### src/rtl/acb_mem_arbiter.sv
// Round-robin arbiter with lock support that shares one ACB memory port between NUM_REQ engines.
// An in-order ID FIFO routes each memory response back to the requester that issued it.
module acb_mem_arbiter #(
   parameter int unsigned NUM_REQ   = 4,
   parameter int unsigned MAX_OUTST = 4
) (
   input  logic                          clk,
   input  logic                          reset,
   input  logic [NUM_REQ-1:0]            req_valid,
   input  logic [110*NUM_REQ-1:0]        req_data,
   output logic [NUM_REQ-1:0]            req_ready,
   output logic [NUM_REQ-1:0]            resp_valid,
   output logic [64:0]                   resp_data,
   input  logic [NUM_REQ-1:0]            resp_ready,
   output logic [109:0]                  ACB_ACCELERATOR_MEM_REQUEST_pipe_read_data,
   output logic                          ACB_ACCELERATOR_MEM_REQUEST_pipe_read_ack,
   input  logic                          ACB_ACCELERATOR_MEM_REQUEST_pipe_read_req,
   input  logic [64:0]                   ACB_ACCELERATOR_MEM_RESPONSE_pipe_write_data,
   input  logic                          ACB_ACCELERATOR_MEM_RESPONSE_pipe_write_req,
   output logic                          ACB_ACCELERATOR_MEM_RESPONSE_pipe_write_ack,
   output logic [$clog2(MAX_OUTST):0]    outstanding
);

   localparam int unsigned REQ_W    = 110;
   localparam int unsigned LOCK_BIT = 109;
   localparam int unsigned IW       = $clog2(NUM_REQ);
   localparam int unsigned SW       = IW + 1;
   localparam int unsigned AW       = $clog2(MAX_OUTST);
   localparam int unsigned CW       = AW + 1;

   typedef enum logic [1:0] {
      IDLE         = 2'b00,
      ISSUE        = 2'b01,
      LOCKED_IDLE  = 2'b10,
      LOCKED_ISSUE = 2'b11
   } state_t;

   state_t               state, state_next;
   logic [REQ_W-1:0]     req_arr [NUM_REQ];
   logic [REQ_W-1:0]     req_buf;
   logic [IW-1:0]        id_fifo [MAX_OUTST];
   logic [IW-1:0]        rr_ptr, lock_owner, winner, fifo_head;
   logic [AW-1:0]        wr_ptr, rd_ptr;
   logic [CW-1:0]        count;
   logic [NUM_REQ-1:0]   eligible;
   logic [SW-1:0]        scan;
   logic                 buf_valid, locked, take, can_grant, grant, win_lock;
   logic                 deliver, resp_accept;

   for (genvar g = 0; g < NUM_REQ; g++) begin : g_unpack
      assign req_arr[g] = req_data[REQ_W*g +: REQ_W];
   end

   assign buf_valid   = (state == ISSUE) || (state == LOCKED_ISSUE);
   assign locked      = (state == LOCKED_IDLE) || (state == LOCKED_ISSUE);
   assign take        = buf_valid && ACB_ACCELERATOR_MEM_REQUEST_pipe_read_req;
   assign fifo_head   = id_fifo[rd_ptr];
   assign deliver     = |(resp_valid & resp_ready);
   assign resp_accept = ACB_ACCELERATOR_MEM_RESPONSE_pipe_write_ack &&
                        ACB_ACCELERATOR_MEM_RESPONSE_pipe_write_req;

   // Outputs decoded from registered state only; no path from resp_ready to write_ack.
   assign ACB_ACCELERATOR_MEM_REQUEST_pipe_read_ack   = buf_valid;
   assign ACB_ACCELERATOR_MEM_REQUEST_pipe_read_data  = req_buf;
   assign ACB_ACCELERATOR_MEM_RESPONSE_pipe_write_ack = !(|resp_valid) && (count != '0);
   assign outstanding = count;

   // Winner search starting at rr_ptr; while locked only the lock owner is eligible.
   always_comb begin
      state_next = state;
      winner     = rr_ptr;
      grant      = 1'b0;
      scan       = '0;
      eligible   = req_valid;
      if (locked) eligible = req_valid & (NUM_REQ'(1) << lock_owner);
      can_grant  = (!buf_valid || take) && (count != CW'(MAX_OUTST));
      for (int k = 0; k < int'(NUM_REQ); k++) begin
         scan = {1'b0, rr_ptr} + SW'(k);
         if (scan >= SW'(NUM_REQ)) scan = scan - SW'(NUM_REQ);
         if (!grant && eligible[IW'(scan)]) begin
            grant  = 1'b1;
            winner = IW'(scan);
         end
      end
      grant     = grant && can_grant;
      req_ready = grant ? (NUM_REQ'(1) << winner) : '0;
      win_lock  = req_arr[winner][LOCK_BIT];
      case (state)
         IDLE, LOCKED_IDLE: begin
            if (grant) state_next = win_lock ? LOCKED_ISSUE : ISSUE;
         end
         ISSUE: begin
            if (grant)     state_next = win_lock ? LOCKED_ISSUE : ISSUE;
            else if (take) state_next = IDLE;
         end
         LOCKED_ISSUE: begin
            if (grant)     state_next = win_lock ? LOCKED_ISSUE : ISSUE;
            else if (take) state_next = LOCKED_IDLE;
         end
         default: state_next = IDLE;
      endcase
   end

   always_ff @(posedge clk) begin
      if (reset) state <= IDLE;
      else       state <= state_next;
   end

   // Request buffer, round-robin pointer, ID FIFO pointers and response buffer.
   always_ff @(posedge clk) begin
      if (reset) begin
         rr_ptr     <= '0;
         lock_owner <= '0;
         req_buf    <= '0;
         wr_ptr     <= '0;
         rd_ptr     <= '0;
         count      <= '0;
         resp_valid <= '0;
         resp_data  <= '0;
      end else begin
         if (grant) begin
            rr_ptr     <= (winner == IW'(NUM_REQ - 1)) ? '0 : winner + IW'(1);
            lock_owner <= winner;
            req_buf    <= req_arr[winner];
            wr_ptr     <= wr_ptr + AW'(1);
         end
         if (deliver) begin
            rd_ptr     <= rd_ptr + AW'(1);
            resp_valid <= '0;
         end else if (resp_accept) begin
            resp_valid <= NUM_REQ'(1) << fifo_head;
            resp_data  <= ACB_ACCELERATOR_MEM_RESPONSE_pipe_write_data;
         end
         if (grant && !deliver)      count <= count + CW'(1);
         else if (!grant && deliver) count <= count - CW'(1);
      end
   end

   always_ff @(posedge clk) begin
      if (grant) id_fifo[wr_ptr] <= winner;
   end

endmodule
### config.mk
export PLATFORM = sky130hd
export DESIGN_NAME = acb_mem_arbiter
export DESIGN_NICKNAME = d
export VERILOG_FILES = /design/src/rtl/acb_mem_arbiter.sv
export SDC_FILE = /design/constraint.sdc
export NUM_CORES = 1
export LEC_CHECK = 0
export BUFFER_PORTS_ARGS = -buffer_cell sky130_fd_sc_hd__clkbuf_2
export CORE_AREA = 10 10 268 270
export CTS_BUF_LIST = sky130_fd_sc_hd__clkbuf_2 sky130_fd_sc_hd__clkbuf_4 sky130_fd_sc_hd__clkbuf_8
export DETAILED_ROUTE_END_ITERATION = 10
export DIE_AREA = 0 0 278 280
export PLACE_DENSITY = 0.41
export SYNTH_ARGS = -nofsm -noshare
export SYNTH_HDL_FRONTEND = slang
export SYNTH_SLANG_ARGS = --single-unit
### constraint.sdc
create_clock -name clk -period 3.1 [get_ports clk]
set_clock_uncertainty 0.1 [all_clocks]
set_input_delay 0.31 -clock clk [delete_from_list [all_inputs] [get_ports clk]]
set_output_delay 0.31 -clock clk [all_outputs]
set_load 0.01 [all_outputs]
==> results_dict.tcl, run 1 <==
set metrics [dict create \
    cts_tree "done" \
    arrival_ns 2.51 \
    gp_routability_congestion 0.808 \
    p_clk_share_pct 18.4 \
    area_delta_synth_final_pct 103 \
    power.leakage_uw 0.00962 \
    max-vdd-ir-drop_mv 0.449 \
    fp.dieH_um 280 \
    layout_commonest_cell "clkbuf_2" \
    placed_cells 2576 \
    synth_seq_cells 202 \
    drtIter0Drc 452 \
    worstPathRequired_ns 2.69 \
    power_frac_comb_pct 57.7 \
    clock_latency_ns 0.59 \
    dieArea_sq_um 77800 \
    stdcell_count 3162 \
    seq_area_sq_um 4130 \
    drc 0 \
    crit_type "flip-flop to primary output" \
    synth.cell_area_sq_um 10400 \
    drive_above_1_share_pct 40.9 \
    hold_viol_final 0 \
    cts_buffer_depth 3 \
    antenna_found_initial 13 \
    ys_seq_area_share_pct 39.8 \
    finalWorstSetupSlack_ns 0.179 \
    worstMarginPinSlew_ns 0.787 \
    vias 12900 \
    grt_pass1_wl_mm 86.1 \
    io_pins 705 \
    cts_inserted_buffers 42 \
    crit_start "lock_owner[0]" \
    synth_nets 1576 \
    multi_input_area_sq_um 5770 \
    syn-instance-count 1049 \
    drtPass1Iterations 5 \
    finalSetupTns_ns 0 \
    crit_end "req_ready[3]" \
    core_sq_um 66600 \
    cp-start-kind "flip-flop" \
    cts_root_buffer "clkbuf_8" \
    ys_warn_count 0 \
    holdWs_ns 0.0530 \
    regToRegEndpoint "ACB_ACCELERATOR_MEM_REQUEST_pipe_read_data[50]" \
    cp_max_fo 9 \
    cts_htree_levels 2 \
    cts.sinks 202 \
    fin_util_pct 31.6 \
    setup_violations 0 \
    pre_cts_ws_ns 0.0553 \
    fin_crit_ns 2.92 \
    routed_wl_mm 57.8 \
    nets 2779 \
    async_reset_ff_share_pct 0 \
    fmax_mhz 342 \
    maxSlewHeadroom_pct 47.5 \
    power_density_nw_per_um2 800 \
    drv_slew 0 \
    overflow 0 \
    p_seq_share_pct 24.0 \
    postSynthAreaPerCell_sq_um 9.89 \
    grt_pass1_vias 14300 \
    rr_worst_depth 11 \
    portBuffers 704 \
    rrSetupSlack_ns 0.20 \
    ant_nets 0 \
    viasPerCell 4.08 \
    cap_violations 0 \
    start_util_pct 15.6 \
    worstSetupEndpointType "primary output" \
    synth-edff-count 8 \
    die_w_um 278 \
    clk_pin_slew_ns 0.06 \
    mostFrequentLayoutCells "clkbuf_2, dlygate4sd3_1, nand2_1" \
    timing.rr.start "state[1]" \
    status "completed" \
    p_int_uw 10300 \
    hold_path_class "primary input to flip-flop" \
    wl_per_cell_um 18.3 \
    ys.flop_type "dfxtp_1" \
    p_switching_uw 6560 \
    rows 95 \
    hpwl_mm 44.3 \
    track_usage_pct 14.0 \
    grt_max_degree 75 \
    ys_types 48 \
    swShare_pct 39.0 \
    period_share_pct 94.2 \
    fill_cells 6908 \
]
[layout make-up]
cell class                      count  share of cell area, %
Timing Repair Buffer             1250                   43.0
Multi-Input combinational cell    744                   27.5
Sequential cell                   202                   19.6
Tap cell                          873                   5.20
Clock buffer                       69                   4.07
Clock inverter                      9                  0.304
Inverter                           12                  0.214
Antenna cell                        3                 0.0357
[routing by layer]
metal	vias up	share of wire (%)	global-route usage, %
met1	6063	39	15.3
li1	6234	-	-
met3	94	8.2	5.08
met4	6	2.7	4.13
met2	518	50	24.9
met5	-	0.071	0
[worst min-delay path by stage]
stage / cells after the start / to / slack (ns) / from
CTS: 3 / ACB_ACCELERATOR_MEM_REQUEST_pipe_read_data[87] / 0.02 / req_data[87]
global route: 3 / ACB_ACCELERATOR_MEM_REQUEST_pipe_read_data[50] / 0.03 / req_data[380]
floorplan: 2 / resp_data[0] / 0.35 / ACB_ACCELERATOR_MEM_RESPONSE_pipe_write_data[0]
detailed placement: 2 / resp_data[11] / 0.35 / resp_data[11]
global placement: 2 / resp_data[57] / 0.34 / resp_data[57]
finish: 3 / ACB_ACCELERATOR_MEM_REQUEST_pipe_read_data[86] / 0.05 / req_data[86]
[kinds of logic after synthesis]
logic type	Yosys count	share of synthesized area (%)
flops	202	39.8
mux	226	22.1
xor+xnor	4	0.338
buf+inv	103	4.89
compound gates	208	20.2
fa+ha+maj	10	1.28
simple gates	296	11.5
[power by group through the flow]
stage	logic (uW)	registers (uW)	clock network, uW
floorplan	4860	4270	0
global placement	7850	4050	0
detailed placement	7900	4050	0
CTS	9670	4030	3250
global route	10500	4130	3380
finish	9700	4030	3090
[through the flow]
| step | power (uW) | cell area [sq um] |
|---|---|---|
| floorplan | 9130 | 10400 |
| global placement | 11900 | 15000 |
| detailed placement | 12000 | 15000 |
| CTS | 16900 | 20900 |
| global route | 18000 | 21000 |
| finish | 16800 | 21000 |
[state kept, by name, indices dropped and copies added, names as in the netlist, named ones only]
| name | cells |
|---|---|
| ACB_ACCELERATOR_MEM_REQUEST_pipe_read_data | 110 |
| id_fifo | 8 |
| lock_owner | 2 |
| outstanding | 3 |
| rd_ptr | 2 |
| resp_data | 65 |
| resp_valid | 4 |
| rr_ptr | 2 |
| state | 2 |
| wr_ptr | 2 |
[synthesized netlist by cell type, types with 2 or more instances]
master,n,area (sq um)
and2_1,10,62.6
a211oi_1,2,15.0
inv_1,12,45.0
a31oi_1,2,12.5
o221ai_1,21,184
o221ai_2,90,1350
o21ai_0,4,20.0
xor2_1,3,26.3
clkbuf_1,43,161
buf_6,9,101
nand2_1,246,923
mux2i_1,223,2230
dfxtp_1,194,3880
buf_4,3,22.5
mux4_2,2,45.0
nand3b_1,2,15.0
a21oi_1,73,365
a22oi_1,3,22.5
edfxtp_1,8,240
ha_1,9,113
nand2b_1,3,18.8
buf_1,3,11.3
nor3b_1,2,15.0
buf_2,33,165
nor2b_1,2,12.5
nor2_1,22,82.6
or2_2,2,12.5
nand3_1,2,10.0
o22a_1,2,17.5
[what timing repair did]
action / in CTS / in global routing
hold buffers: 501 / 0
gates resized for setup: 2 / 8
pin swaps: 1 / 1
gates cloned: 0 / 1
setup buffers: 2 / 1
endpoints found under the setup margin: 4 / 62
hold endpoints to repair: 181 / 0
[worst max-delay path, cell delays in order, from the launching register on]
cell	delay, ns
dfxtp_2	0.37
inv_1	0.11
mux2_2	0.34
a221o_1	0.33
a21oi_4	0.18
inv_2	0.09
ha_1	0.20
and2_1	0.15
clkbuf_2	0.14
No activity file was read; power rests on OpenSTA's default activity.
==> run 2: changes to the inputs <==
REMOVE_ABC_BUFFERS = 1   (was unset)
==> run 2 against run 1 <==
Final cell count is 0.38% higher; highest routed layer unchanged; count of clock-buffer cells in the layout increased by 1; largest power group unchanged; critical path depth rose by 3.
==> results_dict.tcl, run 2 (synthesis results as in run 1) <==
set metrics [dict create \
    fmax_mhz 339 \
    clock_latency_ns 0.58 \
    fin_crit_ns 2.95 \
    max-vdd-ir-drop_mv 0.452 \
    cp_slowest_cell "dlygate4sd3_1" \
    hold_viol_final 0 \
    hold_path_class "primary input to flip-flop" \
    portBuffers 704 \
    grt.busiest_layer "met2" \
    status "completed" \
    worstPathRequired_ns 3.43 \
    period_share_pct 95.1 \
    mostFrequentLayoutCells "clkbuf_2, dlygate4sd3_1, nand2_1" \
    rrSetupSlack_ns 0.15 \
    io_pins 705 \
    nets 2778 \
    cts_htree_levels 2 \
    cp-start-kind "flip-flop" \
    overflow 0 \
    grt_pass1_vias 14300 \
    layout_commonest_cell "clkbuf_2" \
    gp_routability_congestion 0.837 \
    crit_type "flip-flop to flip-flop" \
    drv_slew 0 \
    dieArea_sq_um 77800 \
    placed_area_sq_um 14900 \
    grt_pass1_wl_mm 87.0 \
    ant_nets 0 \
    drtPass1Iterations 4 \
    clk_pin_slew_ns 0.06 \
    grt_max_degree 108 \
    gr-usage-met2_pct 25.7 \
    core_sq_um 66600 \
    vias 12900 \
    grt_use_met1_pct 14.6 \
    fp.dieH_um 280 \
    drtIter0Drc 392 \
    cts_inserted_buffers 43 \
    setup_violations 0 \
    power.leakage_uw 0.00965 \
    hpwl_mm 45.0 \
    largest_reg_flops 110 \
    drc 0 \
    rsz0062_at_grt "false" \
    stdcell_count 3174 \
    arrival_ns 3.28 \
    fin_util_pct 31.8 \
    power_density_nw_per_um2 805 \
    maxSlewHeadroom_pct 39.6 \
    routed_wl_mm 59.2 \
    finalSetupTns_ns 0 \
    track_usage_pct 14.3 \
    cpMostUsedCell "buf_12" \
    wl_per_cell_um 18.6 \
    cts_root_buffer "clkbuf_8" \
    crit_family "buffers and inverters" \
    crit_chain "clkbuf_2 -> o2111ai_1 -> o21a_1 -> o211ai_1 -> buf_4 -> buf_12 -> buf_12 -> buf_12 -> mux2i_1 -> dlygate4sd3_1 -> o221ai_2" \
    worstMarginPinSlew_ns 0.906 \
    cap_violations 0 \
    rows 95 \
    antenna_found_initial 25 \
    drive_above_1_share_pct 40.8 \
    placed_cells 2566 \
    worstSetupEndpointType "flip-flop" \
    holdWs_ns 0.136 \
    cts_buffer_depth 3 \
    viasPerCell 4.07 \
    cp_slowest_stage_delay_ns 0.58 \
    start_util_pct 15.6 \
    cts_tree "done" \
    critical_path_buf_inv_count 6 \
    die_w_um 278 \
    area_delta_synth_final_pct 104 \
    final_area_sq_um 21100 \
    use_met3_pct 5.79 \
    cp_max_fo 23 \
    cts.sinks 202 \
]
run 2: cell types whose count changed in the layout (fill, tap and decap cells not counted), sizes merged:
cell and delta:
buf -7, bufinv +2, clkbuf +2, clkinv -1
clkinvlp +2, diode +13, dlygate4sd3 +3, dlymetal6s4s +1
inv -3
run 2: layout make-up:
cell class | instances | area (sq um)
Clock inverter | 9 | 104
Antenna cell | 16 | 40.0
Tap cell | 873 | 1090
Sequential cell | 202 | 4140
Clock buffer | 70 | 888
Multi-Input combinational cell | 744 | 5770
Inverter | 12 | 48.8
Timing Repair Buffer | 1248 | 9070
Fill cell | 6944 | 45400
run 2: power by group:
group / internal (uW) / switching, uW / leakage [uW]
Clock: 1980 / 1300 / 0.000521
Sequential: 3510 / 510 / 0.00168
Combinational: 4970 / 4750 / 0.00745
Total: 10500 / 6560 / 0.00965
run 2: worst register-to-register path, stage by stage, from the launching register on:
cell and delay [ns]:
dfxtp_4 0.38, clkbuf_2 0.16, o2111ai_1 0.11, o21a_1 0.12, o211ai_1 0.30, buf_4 0.20, buf_12 0.17, buf_12 0.17
buf_12 0.19, mux2i_1 0.21, dlygate4sd3_1 0.58, o221ai_2 0.09
run 2: what timing repair did:
action,4_1_cts,5_1_grt
cloned,0,1
hold buffers,505,0
buffers inserted,1,6
pin swaps,1,2
hold endpoints to repair,177,0
endpoints found under the setup margin,4,90
gates resized for setup,4,13
run 2: worst paths after layout:
check / from / end / depth (start not counted)
worst max-delay path: lock_owner[0] / ACB_ACCELERATOR_MEM_REQUEST_pipe_read_data[38] / 11
worst min-delay path: resp_ready[2] / resp_valid[0] / 5
worst max register to register: lock_owner[0] / ACB_ACCELERATOR_MEM_REQUEST_pipe_read_data[38] / 11
worst min register to register: resp_data[9] / resp_data[9] / 2
run 2: per-layer routing:
metal  part of all wire (%)  wire length [um]  up-vias
met2                     51             30200      506
li1                       -                 -     6246
met3                    9.0              5360      104
met5                  0.081                48        -
met4                    3.5              2100        8
met1                     36             21400     6061
run 2: metrics by stage:
| stage | setup WS [ns] | power, uW |
|---|---|---|
| 2_1_floorplan | -15.71 | 8240 |
| 3_3_place_gp | 0.286 | 11800 |
| 3_5_place_dp | 0.232 | 11900 |
| 4_1_cts | 0.00901 | 17000 |
| 5_1_grt | 0.00280 | 18200 |
| 6_report | 0.151 | 17000 |
==> run 3: changes to the inputs <==
CORE_AREA = 10 10 264 266   (was 10 10 268 270)
DIE_AREA = 0 0 274 276   (was 0 0 278 280)
PLACE_DENSITY = 0.42   (was 0.41)
clock period = 3.75 ns   (was 3.1 ns; I/O delays follow)
==> run 3 against run 2 <==
Via count down 4.5%; first-iteration DRC count up 16%; sequential cell count did not move; power decreased by 18%; routed wire length fell by 0.32%; highest routed layer unchanged; non-clock buffer count shrank 109; register-to-register slack barely moved; cell area down 5.7%; global-route usage increased by 0.27 points; worst hold slack worse by 0.071 ns.
==> results_dict.tcl, run 3 (synthesis results as in run 1) <==
set metrics [dict create \
    cpMostUsedCell "dlygate4sd3_1" \
    track_usage_pct 14.6 \
    p_switching_uw 5430 \
    gp_routability_congestion 0.843 \
    period_share_pct 95.7 \
    pre_cts_ws_ns 0.733 \
    crit_chain "nand2b_1 -> nand2_1 -> o21a_1 -> o211ai_1 -> clkbuf_16 -> buf_12 -> mux2i_1 -> dlygate4sd3_1 -> o221ai_2 -> dlygate4sd3_1" \
    arrival_ns 3.95 \
    p_seq_share_pct 23.8 \
    wl_per_cell_um 19.4 \
    cts_inserted_buffers 43 \
    layout_commonest_cell "clkbuf_2" \
    cts_htree_levels 2 \
    crit_end "ACB_ACCELERATOR_MEM_REQUEST_pipe_read_data[23]" \
    ant_nets 0 \
    io_pins 705 \
    grt_max_degree 74 \
    status "completed" \
    nets 2669 \
    crit_start "rr_ptr[0]" \
    mostFrequentLayoutCells "clkbuf_2, dlygate4sd3_1, nand2_1" \
    hold_viol_final 0 \
    cap_violations 0 \
    overflow 0 \
    cp-start-kind "flip-flop" \
    worstSetupEndpointType "flip-flop" \
    portBuffers 704 \
    finalSetupTns_ns 0 \
    rows 93 \
    dieArea_sq_um 75600 \
    fmax_mhz 279 \
    power.leakage_uw 0.00926 \
    start_util_pct 16.2 \
    crit_type "flip-flop to flip-flop" \
    p_clk_share_pct 19.3 \
    routed_wl_mm 59.0 \
    maxSlewHeadroom_pct 26.2 \
    p_int_uw 8520 \
    rr_worst_depth 10 \
    rsz0062_at_grt "false" \
    vias 12300 \
    power_density_nw_per_um2 699 \
    rrSetupSlack_ns 0.16 \
    timing.rr.start "rr_ptr[0]" \
    seq_area_sq_um 4120 \
    cp_max_fo 34 \
    fp.dieH_um 276 \
    clock_latency_ns 0.58 \
    drtPass1Iterations 4 \
    setup_violations 0 \
    fin_crit_ns 3.59 \
    antenna_found_initial 25 \
    cts_buffer_depth 3 \
    worstPathRequired_ns 4.11 \
    drv_slew 0 \
    grt_pass1_wl_mm 84.9 \
    cts.sinks 202 \
    viasPerCell 4.06 \
    clk_pin_slew_ns 0.07 \
    power_frac_comb_pct 57.0 \
    finalWorstSetupSlack_ns 0.163 \
    drive_above_1_share_pct 41.7 \
    cts_tree "done" \
    grt_pass1_vias 13500 \
    fill_cells 6714 \
    cts_root_buffer "clkbuf_8" \
    drtIter0Drc 456 \
    drc 0 \
    cp_slowest_cell "dlygate4sd3_1" \
    hold_path_class "primary input to flip-flop" \
    die_w_um 274 \
    swShare_pct 38.9 \
    core_sq_um 64100 \
    area_delta_synth_final_pct 92.3 \
    worstMarginPinSlew_ns 1.10 \
    largest_reg_flops 110 \
    regToRegEndpoint "ACB_ACCELERATOR_MEM_REQUEST_pipe_read_data[23]" \
    hpwl_mm 44.9 \
    max-vdd-ir-drop_mv 0.319 \
    multi_input_area_sq_um 5750 \
    min_from "ACB_ACCELERATOR_MEM_REQUEST_pipe_read_req" \
    cp_slowest_stage_delay_ns 0.60 \
]
run 3: cell count changes in the layout (fill, tap and decap cells not counted), sizes merged:
| cell | change |
|---|---|
| dlygate4sd3 | -93 |
| buf | -15 |
| clkinvlp | -2 |
| inv | +1 |
| diode | -4 |
| bufinv | +1 |
| dlymetal6s4s | -1 |
| clkbuf | -4 |
run 3: how the worst min path moves through the flow:
stage | to | depth (start not counted)
after CTS | ACB_ACCELERATOR_MEM_REQUEST_pipe_read_data[75] | 3
after global routing | state[0] | 4
after global placement | resp_data[46] | 2
final | state[0] | 4
after detailed placement | ACB_ACCELERATOR_MEM_REQUEST_pipe_read_data[98] | 2
after floorplan | outstanding[2] | 1
run 3: stage by stage:
step	power, uW	cells	hold WS, ns	utilization (%)	cell area (sq um)
CTS	14000	3024	0.00588	31.0	19900
global route	14900	3034	0.0319	31.1	19900
finish	13900	3039	0.0654	31.1	19900
detailed placement	9690	2538	0.347	23.1	14800
floorplan	7260	958	0.344	-	9910
global placement	9640	2538	0.341	23.1	14800
run 3: critical path: cells and delay by family, from the launching register on:
family | cells | cell delay, ns
buffers and inverters | 4 | 1.73
muxes | 1 | 0.24
AOI/OAI and AO/OA | 3 | 0.56
DFF | 1 | 0.47
and+or+nand+nor | 2 | 0.29
run 3: repair_timing:
action / CTS / global route
gates resized for setup: 0 / 5
setup endpoints to repair: 0 / 37
hold buffers: 411 / 0
hold endpoints to repair: 173 / 0
setup buffers: 0 / 1
run 3: metal layers:
layer	vias up	global-route usage, %	share of wire, %
met5	-	0	0.097
met2	486	26.2	51
met3	95	5.62	9.3
met4	8	3.98	2.6
li1	6013	-	-
met1	5739	15.5	37
run 3: layout make-up:
type | count | share of cell area [%]
sequential | 202 | 20.7
inverter | 12 | 0.226
clock buffer | 66 | 4.15
antenna | 12 | 0.151
clock inverter | 9 | 0.634
multi-input combinational | 744 | 28.8
tap | 855 | 5.36
timing repair buffer | 1139 | 40.0
run 3: power by group through the flow:
stage | combinational (uW) | clock [uW] | sequential [uW]
4_1_cts | 7860 | 2810 | 3310
2_1_floorplan | 3270 | 0 | 3990
6_report | 7950 | 2690 | 3310
3_3_place_gp | 6300 | 0 | 3340
3_5_place_dp | 6350 | 0 | 3340
5_1_grt | 8570 | 2910 | 3400
